### src/rtl/stream_pkg.sv
// rtl/stream_pkg.sv - shared defaults and FIFO state encoding for the stream demux
package stream_pkg;

    localparam int WIDTH_DEFAULT = 8;
    localparam int CNT_W_DEFAULT = 8;
    localparam int DEMUX_DEPTH   = 2;

    // Encoding doubles as the occupancy count.
    typedef enum logic [1:0] {
        ST_EMPTY = 2'd0,
        ST_ONE   = 2'd1,
        ST_FULL  = 2'd2
    } fifo_state_t;

    function automatic int occupancy(input fifo_state_t s);
        return int'(s);
    endfunction

endpackage

### src/rtl/demux_fifo.sv
// rtl/demux_fifo.sv - 2-entry output FIFO with delivered-word counter
module demux_fifo
    import stream_pkg::*;
#(
    parameter int WIDTH = WIDTH_DEFAULT,
    parameter int CNT_W = CNT_W_DEFAULT
) (
    input  logic             clock,
    input  logic             reset,
    input  logic             push,
    input  logic [WIDTH-1:0] push_data,
    output logic             full,
    output logic             valid,
    input  logic             ready,
    output logic [WIDTH-1:0] head,
    output logic [CNT_W-1:0] count
);

    fifo_state_t      state;
    logic [WIDTH-1:0] tail;
    logic             do_push;
    logic             do_pop;

    assign full    = (occupancy(state) == DEMUX_DEPTH);
    assign valid   = (state != ST_EMPTY);
    assign do_push = push && !full;
    assign do_pop  = valid && ready;

    // The head is its own register so data holds its last value once the FIFO drains.
    always_ff @(posedge clock) begin
        if (reset) begin
            state <= ST_EMPTY;
            head  <= '0;
            tail  <= '0;
            count <= '0;
        end else begin
            if (do_pop) begin
                count <= count + CNT_W'(1);
            end
            case (state)
                ST_EMPTY: begin
                    if (do_push) begin
                        head  <= push_data;
                        state <= ST_ONE;
                    end
                end
                ST_ONE: begin
                    if (do_push && do_pop) begin
                        head <= push_data;
                    end else if (do_push) begin
                        tail  <= push_data;
                        state <= ST_FULL;
                    end else if (do_pop) begin
                        state <= ST_EMPTY;
                    end
                end
                ST_FULL: begin
                    if (do_pop) begin
                        head  <= tail;
                        state <= ST_ONE;
                    end
                end
                default: state <= ST_EMPTY;
            endcase
        end
    end

endmodule

### src/rtl/stream_demux.sv
// rtl/stream_demux.sv - 1-to-2 stream demultiplexer with per-output 2-entry FIFOs
module stream_demux
    import stream_pkg::*;
#(
    parameter int WIDTH = WIDTH_DEFAULT,
    parameter int CNT_W = CNT_W_DEFAULT
) (
    input  logic             clock,
    input  logic             reset,
    input  logic             in_valid,
    output logic             in_ready,
    input  logic             in_sel,
    input  logic [WIDTH-1:0] in_data,
    output logic             out0_valid,
    input  logic             out0_ready,
    output logic [WIDTH-1:0] out0_data,
    output logic [CNT_W-1:0] out0_count,
    output logic             out1_valid,
    input  logic             out1_ready,
    output logic [WIDTH-1:0] out1_data,
    output logic [CNT_W-1:0] out1_count
);

    logic full0;
    logic full1;
    logic push0;
    logic push1;

    // Ready looks only at registered FIFO state, never at the consumers' ready.
    assign in_ready = !reset && !(in_sel ? full1 : full0);
    assign push0    = in_valid && in_ready && !in_sel;
    assign push1    = in_valid && in_ready && in_sel;

    demux_fifo #(.WIDTH(WIDTH), .CNT_W(CNT_W)) u_fifo0 (
        .clock     (clock),
        .reset     (reset),
        .push      (push0),
        .push_data (in_data),
        .full      (full0),
        .valid     (out0_valid),
        .ready     (out0_ready),
        .head      (out0_data),
        .count     (out0_count)
    );

    demux_fifo #(.WIDTH(WIDTH), .CNT_W(CNT_W)) u_fifo1 (
        .clock     (clock),
        .reset     (reset),
        .push      (push1),
        .push_data (in_data),
        .full      (full1),
        .valid     (out1_valid),
        .ready     (out1_ready),
        .head      (out1_data),
        .count     (out1_count)
    );

endmodule

### config.mk
export PLATFORM = sky130hd
export DESIGN_NAME = stream_demux
export DESIGN_NICKNAME = d
export VERILOG_FILES = /design/src/rtl/stream_pkg.sv /design/src/rtl/demux_fifo.sv /design/src/rtl/stream_demux.sv
export SDC_FILE = /design/constraint.sdc
export NUM_CORES = 1
export LEC_CHECK = 0
export BUFFER_PORTS_ARGS = -buffer_cell sky130_fd_sc_hd__buf_2
export CAP_MARGIN = 40
export CORE_MARGIN = 5
export CORE_UTILIZATION = 55
export CTS_CLUSTER_SIZE = 10
export DETAILED_ROUTE_END_ITERATION = 10
export PLACE_DENSITY = 0.8
export SETUP_SLACK_MARGIN = 0.5
export SLEW_MARGIN = 20
export SYNTH_ARGS = -nofsm -noshare
export SYNTH_HDL_FRONTEND = slang
export SYNTH_SLANG_ARGS = --single-unit
export TNS_END_PERCENT = 100
### constraint.sdc
create_clock -name clock -period 3.6 [get_ports clock]
set_input_delay 0.54 -clock clock [delete_from_list [all_inputs] [get_ports clock]]
set_output_delay 0.54 -clock clock [all_outputs]
set_load 0.05 [all_outputs]
Word level (Yosys, flattened, before mapping)
Cells that the tools add are included.
- output and inout port bits: 35
- input port bits: 14
- bits in registers: 52
- reduce and logical (&&, ||, !) cells: 27
- add/sub/neg operators: 2
- eq/ne operators: 16
- bitwise operators: 2
- mux-type cells: 21
- operators with widths (cell ; count):
    two-way mux 8 bit ; 6
    case mux 8 bit (3 select lines) ; 2
    two-way mux 2 bit ; 10
    adder 8 x 1 -> 8 bit (second input constant) ; 2
    AND reduction 4 bit ; 4
    != test 2 x 1 -> 1 bit (second input constant) ; 6
    case mux 2 bit (3 select lines) ; 2
    logical AND 1 bit ; 10
    equality test 2 bit (second input constant) ; 4
    != test 3 x 1 -> 1 bit (second input constant) ; 2
    AND reduction 3 bit ; 2
    nonzero test 3 bit ; 2
    logical NOT 1 bit ; 5
    equality test 2 x 1 -> 1 bit (second input constant) ; 2
    logical NOT 2 bit ; 2
    != test 2 bit (second input constant) ; 2
    nonzero test 2 bit ; 2
    NOT 1 bit ; 2
    two-way mux 1 bit ; 1

Logic depth before layout (Yosys ltp)
- word-level depth: 10
- mapped depth: 6

Modules after synthesis
From an unflattened synthesis, not the netlist that was laid out.
- cells, all modules: 245
- area, all modules: 2547.4 um2
- by module, submodules not included (module ; area each (um2) ; cells each ; times used):
    demux_fifo ; 1251.2 ; 120 ; 2
    stream_demux ; 45.0 ; 5 ; 1

Worst setup path before layout
OpenSTA, ideal clock, no wires.
- path kind: input to output
- start: input port reset
- end: output port in_ready
- stages: 3
- path slack: 1.034 ns
- arrival time: 2.026 ns
- data required time: 3.060 ns
- cells stage by stage: buf_6 -> clkbuf_1 -> a211oi_1
- cells in the longest elaborated chain, start to end: 2
- ends and longest elaborated chain (item ; line ; RTL):
    from (decl) ; stream_demux.sv:9 ; input logic reset,
    logical NOT 1 bit ; stream_demux.sv:30 ; assign in_ready = !reset && !(in_sel ? full1 : full0);
    logical AND 1 bit ; stream_demux.sv:30 ;
    to (decl) ; stream_demux.sv:11 ; output logic in_ready,
No other way between the ends.

Worst setup path after layout
- start: register u_fifo0.state[0]
- end: output port in_ready
- cells in the longest elaborated chain, start to end: 4
- ends and longest elaborated chain (item ; line ; RTL):
    from (decl) ; demux_fifo.sv:19 ; fifo_state_t state;
    from (signal assigned) ; demux_fifo.sv:32 ; state <= ST_EMPTY;
    from (signal assigned) ; demux_fifo.sv:44 ; state <= ST_ONE;
    from (signal assigned) ; demux_fifo.sv:52 ; state <= ST_FULL;
    equality test 2 bit ; demux_fifo.sv:24 ; assign full = (occupancy(state) == DEMUX_DEPTH);
    two-way mux 1 bit ; stream_demux.sv:30 ;
    logical NOT 1 bit ; stream_demux.sv:30 ;
    logical AND 1 bit ; stream_demux.sv:30 ;
No other way between the ends.

==> flow_metrics.env <==
export IMPL_layout_cells_non_filler=348
export IMPL_clock_latency_ps=310
export IMPL_cp_max_fo=10
export IMPL_ys_async_sr_fraction_pct=0
export IMPL_finalMaxSlewViolations=0
export IMPL_met1_usage_pct=23.4
export IMPL_global_route_overflow_total=0
export IMPL_post_synthesis_register_bit_count=52
export IMPL_h_tree_depth=2
export IMPL_placement_rows=23
export IMPL_drt_total_wl_mm=4.69
export IMPL_dr_first_iter_drc_count=73
export IMPL_syn_area_per_cell_sq_um=9.21
export IMPL_hold_path_startpoint="u_fifo1.tail[2]"
export IMPL_yosys_cell_count_top_type="sky130_fd_sc_hd__dfxtp_1"
export IMPL_tritoncts_num_buffers=5
export IMPL_hold_end="u_fifo1.tail[2]"
export IMPL_drt_pass_1_iters=5
export IMPL_synth_cells=254
export IMPL_critical_path_cell_chain="nand2b_1, nor2_1, a211oi_1, buf_2"
export IMPL_timing_final_hold_violations=0
export IMPL_holdBufCountCts=0
export IMPL_dominantRegCellSynth="sky130_fd_sc_hd__dfxtp_1"
export IMPL_dp_cells=340
export IMPL_yosysSeqAreaShare_pct=44.5
export IMPL_library_cell_with_the_largest_summed_area_after_synthesis="sky130_fd_sc_hd__dfxtp_1"
export IMPL_critPathLaunch="u_fifo0.state[0]"
export IMPL_worst_r2r_startpoint="u_fifo1.state[1]"
export IMPL_synth_edf_count=0
export IMPL_hold_class="register to register"
export IMPL_crit_reg2reg_capture="u_fifo1.head[4]"
export IMPL_period_share_pct=67.5
export IMPL_reg2reg_slack_ps=1700
export IMPL_grt_start_max_net_pins=34
export IMPL_postCtsSetupBuffers=0
export IMPL_initial_utilization_pct=57.6
export IMPL_dieArea_sq_um=5660
export IMPL_timing_worst_slew_pin_value_ps=683
export IMPL_drive_gt1_share_pct=22.1
export IMPL_number_of_antenna_violating_nets_in_the_routed_design=0
export IMPL_status="finished, final reports clean"
export IMPL_ios=49
export IMPL_arrival_ps=1890
export IMPL_finished_layout_cell_area_sq_um=2690
export IMPL_crit_path_start_kind="register"
export IMPL_track_usage_pct=18.0
export IMPL_synth_common_cells="52 x sky130_fd_sc_hd__dfxtp_1, 48 x sky130_fd_sc_hd__nor2_1, 23 x sky130_fd_sc_hd__nand2_1, 18 x sky130_fd_sc_hd__mux2i_1, 14 x sky130_fd_sc_hd__a21oi_1"
export IMPL_cts_root_buf="sky130_fd_sc_hd__clkbuf_8"
export IMPL_layout_min_cycle_time_ps=2430
export IMPL_reg2reg_depth=3
export IMPL_totalNegativeSetupSlack_ps=0
export IMPL_antenna_diode_count=0
export IMPL_clock_path_buffers=2
export IMPL_met3_usage_pct=4.94
export IMPL_wire_per_inst_um=13.5
export IMPL_nets=313
export IMPL_synthDistinctLibCells=39
export IMPL_design_core_area_sq_um=4060
export IMPL_place_gp_congestion=0.787
export IMPL_hold_path_cell_count=2
export IMPL_tritoncts="built"
export IMPL_required_ps=3060
export IMPL_synth_top_area_share_pct=44.5
export IMPL_die_width_um=75.2
export IMPL_post_synth_main_area_contributors="sky130_fd_sc_hd__dfxtp_1 45%, sky130_fd_sc_hd__mux2i_1 7.7%, sky130_fd_sc_hd__nor2_1 7.7%, sky130_fd_sc_hd__mux2_1 3.9%, sky130_fd_sc_hd__o221a_1 3.9%"
export IMPL_area_growth_syn_to_fin_pct=15.0
export IMPL_vdd_ir_drop_worst_v=0.000258
export IMPL_grt_setup_unrepaired="no"
export IMPL_synth_fp_nets=270
export IMPL_slew_limit_headroom_pct=54.4
export IMPL_peak_freq_ghz=0.412
export IMPL_via_count=1871
export IMPL_number_of_global_route_vias_before_repair=1731
export IMPL_wire_length_of_the_first_global_routing_pass_mm=7.91
export IMPL_endpoint_type_of_the_worst_setup_path="output port"
export IMPL_synth_warnings=0
export IMPL_vias_per_cell=5.38
export IMPL_skew_ps=9.96
export IMPL_place_detailed_hpwl_mm=3.36
export IMPL_portBuffers=48
export IMPL_critical_path_class="register to output port"
export IMPL_final_util_pct=66.3
export IMPL_cap_violations=0
export IMPL_drc=0
export IMPL_top_usage_layer="met2"
export IMPL_worst_path_dominant_cell_family="simple AND/OR/NAND/NOR gates"
export IMPL_clkSlewWorstSetupHoldPaths_ps=100
export IMPL_power_leakage_nw=1.22
export IMPL_placement_setup_worst_slack_ps=1240
export IMPL_crit_path_max_delay_cell_type="sky130_fd_sc_hd__nand2b_1"
export IMPL_post_cts_resize_count=0
export IMPL_mappedNetlistArea_sq_um=2340
export IMPL_grtUsageMet2_pct=29.4
export IMPL_worstPathBufferInverterCount=1
export IMPL_clkSinkCount=52
export IMPL_die_y_um=75.2
export IMPL_antenna_found_initial=0
export IMPL_placement_cell_area_sq_um=2570
export IMPL_finalWorstSetupSlack_ps=1170
export IMPL_worst_path_largest_cell_delay_ps=470
export IMPL_p_per_area_nw_per_um2=435
export IMPL_finalSetupViolCount=0
## per-stage QoR
stage | power, mW | hold slack, ps
4_1_cts | 1.18 | 461
6_report | 1.17 | 460
5_1_grt | 1.23 | 469
3_3_place_gp | 0.760 | 444
3_5_place_dp | 0.763 | 449
2_1_floorplan | 0.727 | 437
## routing by layer
layer | routed length (um) | share of wire (%) | up-vias
met3 | 298 | 6.3 | 5
met2 | 2230 | 47 | 40
li1 | - | - | 958
met4 | 58 | 1.2 | 0
met5 | 0 | 0 | -
met1 | 2110 | 45 | 868
## cells in the final DEF (no fill, tap or decap), types with 8 or more instances in the layout
cell,synthesis,routed
sky130_fd_sc_hd__buf_2,4,48
sky130_fd_sc_hd__dfxtp_1,52,52
sky130_fd_sc_hd__nor2_1,48,48
sky130_fd_sc_hd__nand3_1,12,12
sky130_fd_sc_hd__nand2_1,23,23
sky130_fd_sc_hd__xnor2_1,8,8
sky130_fd_sc_hd__o221a_1,8,8
sky130_fd_sc_hd__mux2i_1,18,18
sky130_fd_sc_hd__a21oi_1,14,14
sky130_fd_sc_hd__mux2_1,8,8
## state kept, by name, summed over array words and instances, names as in the netlist
name / cells
u_fifo1.tail: 8
u_fifo0.tail: 8
u_fifo0.state: 2
u_fifo1.state: 2
u_fifo0.count: 8
u_fifo1.head: 8
u_fifo0.head: 8
u_fifo1.count: 8
## worst reg2reg max path, cell delays in order (launching register included)
cell and delay [ps]:
sky130_fd_sc_hd__dfxtp_1 440, sky130_fd_sc_hd__nor4bb_4 700, sky130_fd_sc_hd__nand2b_1 330, sky130_fd_sc_hd__o221a_1 330
## cells by family after synthesis
group                    Yosys count  synth area share [%]
multiplexers                      26                  11.6
AND/OR/NAND/NOR                  108                  22.1
adder cells (fa/ha/maj)            2                  1.07
XOR/XNOR                          12                  4.49
buffers and inverters             18                  4.23
flip-flops                        52                  44.5
AO/OA/AOI/OAI                     36                  12.0
## worst max path at each step
stage,endpoint,slack (ps),cells after the start
2_1_floorplan,in_ready,1030,3
5_1_grt,in_ready,1030,4
3_5_place_dp,u_fifo1.head[2],1240,4
6_report,in_ready,1170,4
3_3_place_gp,u_fifo1.head[3],1290,4
4_1_cts,in_ready,1140,4
## final cells by class
class                   count  area [sq um]
fillers                   345          1370
multi-input cells         184          1200
repair buffers             49           248
clock buffers               6          82.6
flip-flops and latches     52          1040
clock inverters             2          38.8
inverters                   5          18.8
well taps                  50          62.6
## power breakdown
part           switching, mW  total, mW  internal [mW]  leakage [nW]
registers             0.0124      0.602          0.590         0.421
logic                  0.101      0.146         0.0447         0.734
clock network          0.195      0.422          0.227        0.0614
total                  0.309       1.17          0.862          1.22
(Power assumes the default switching activity.)
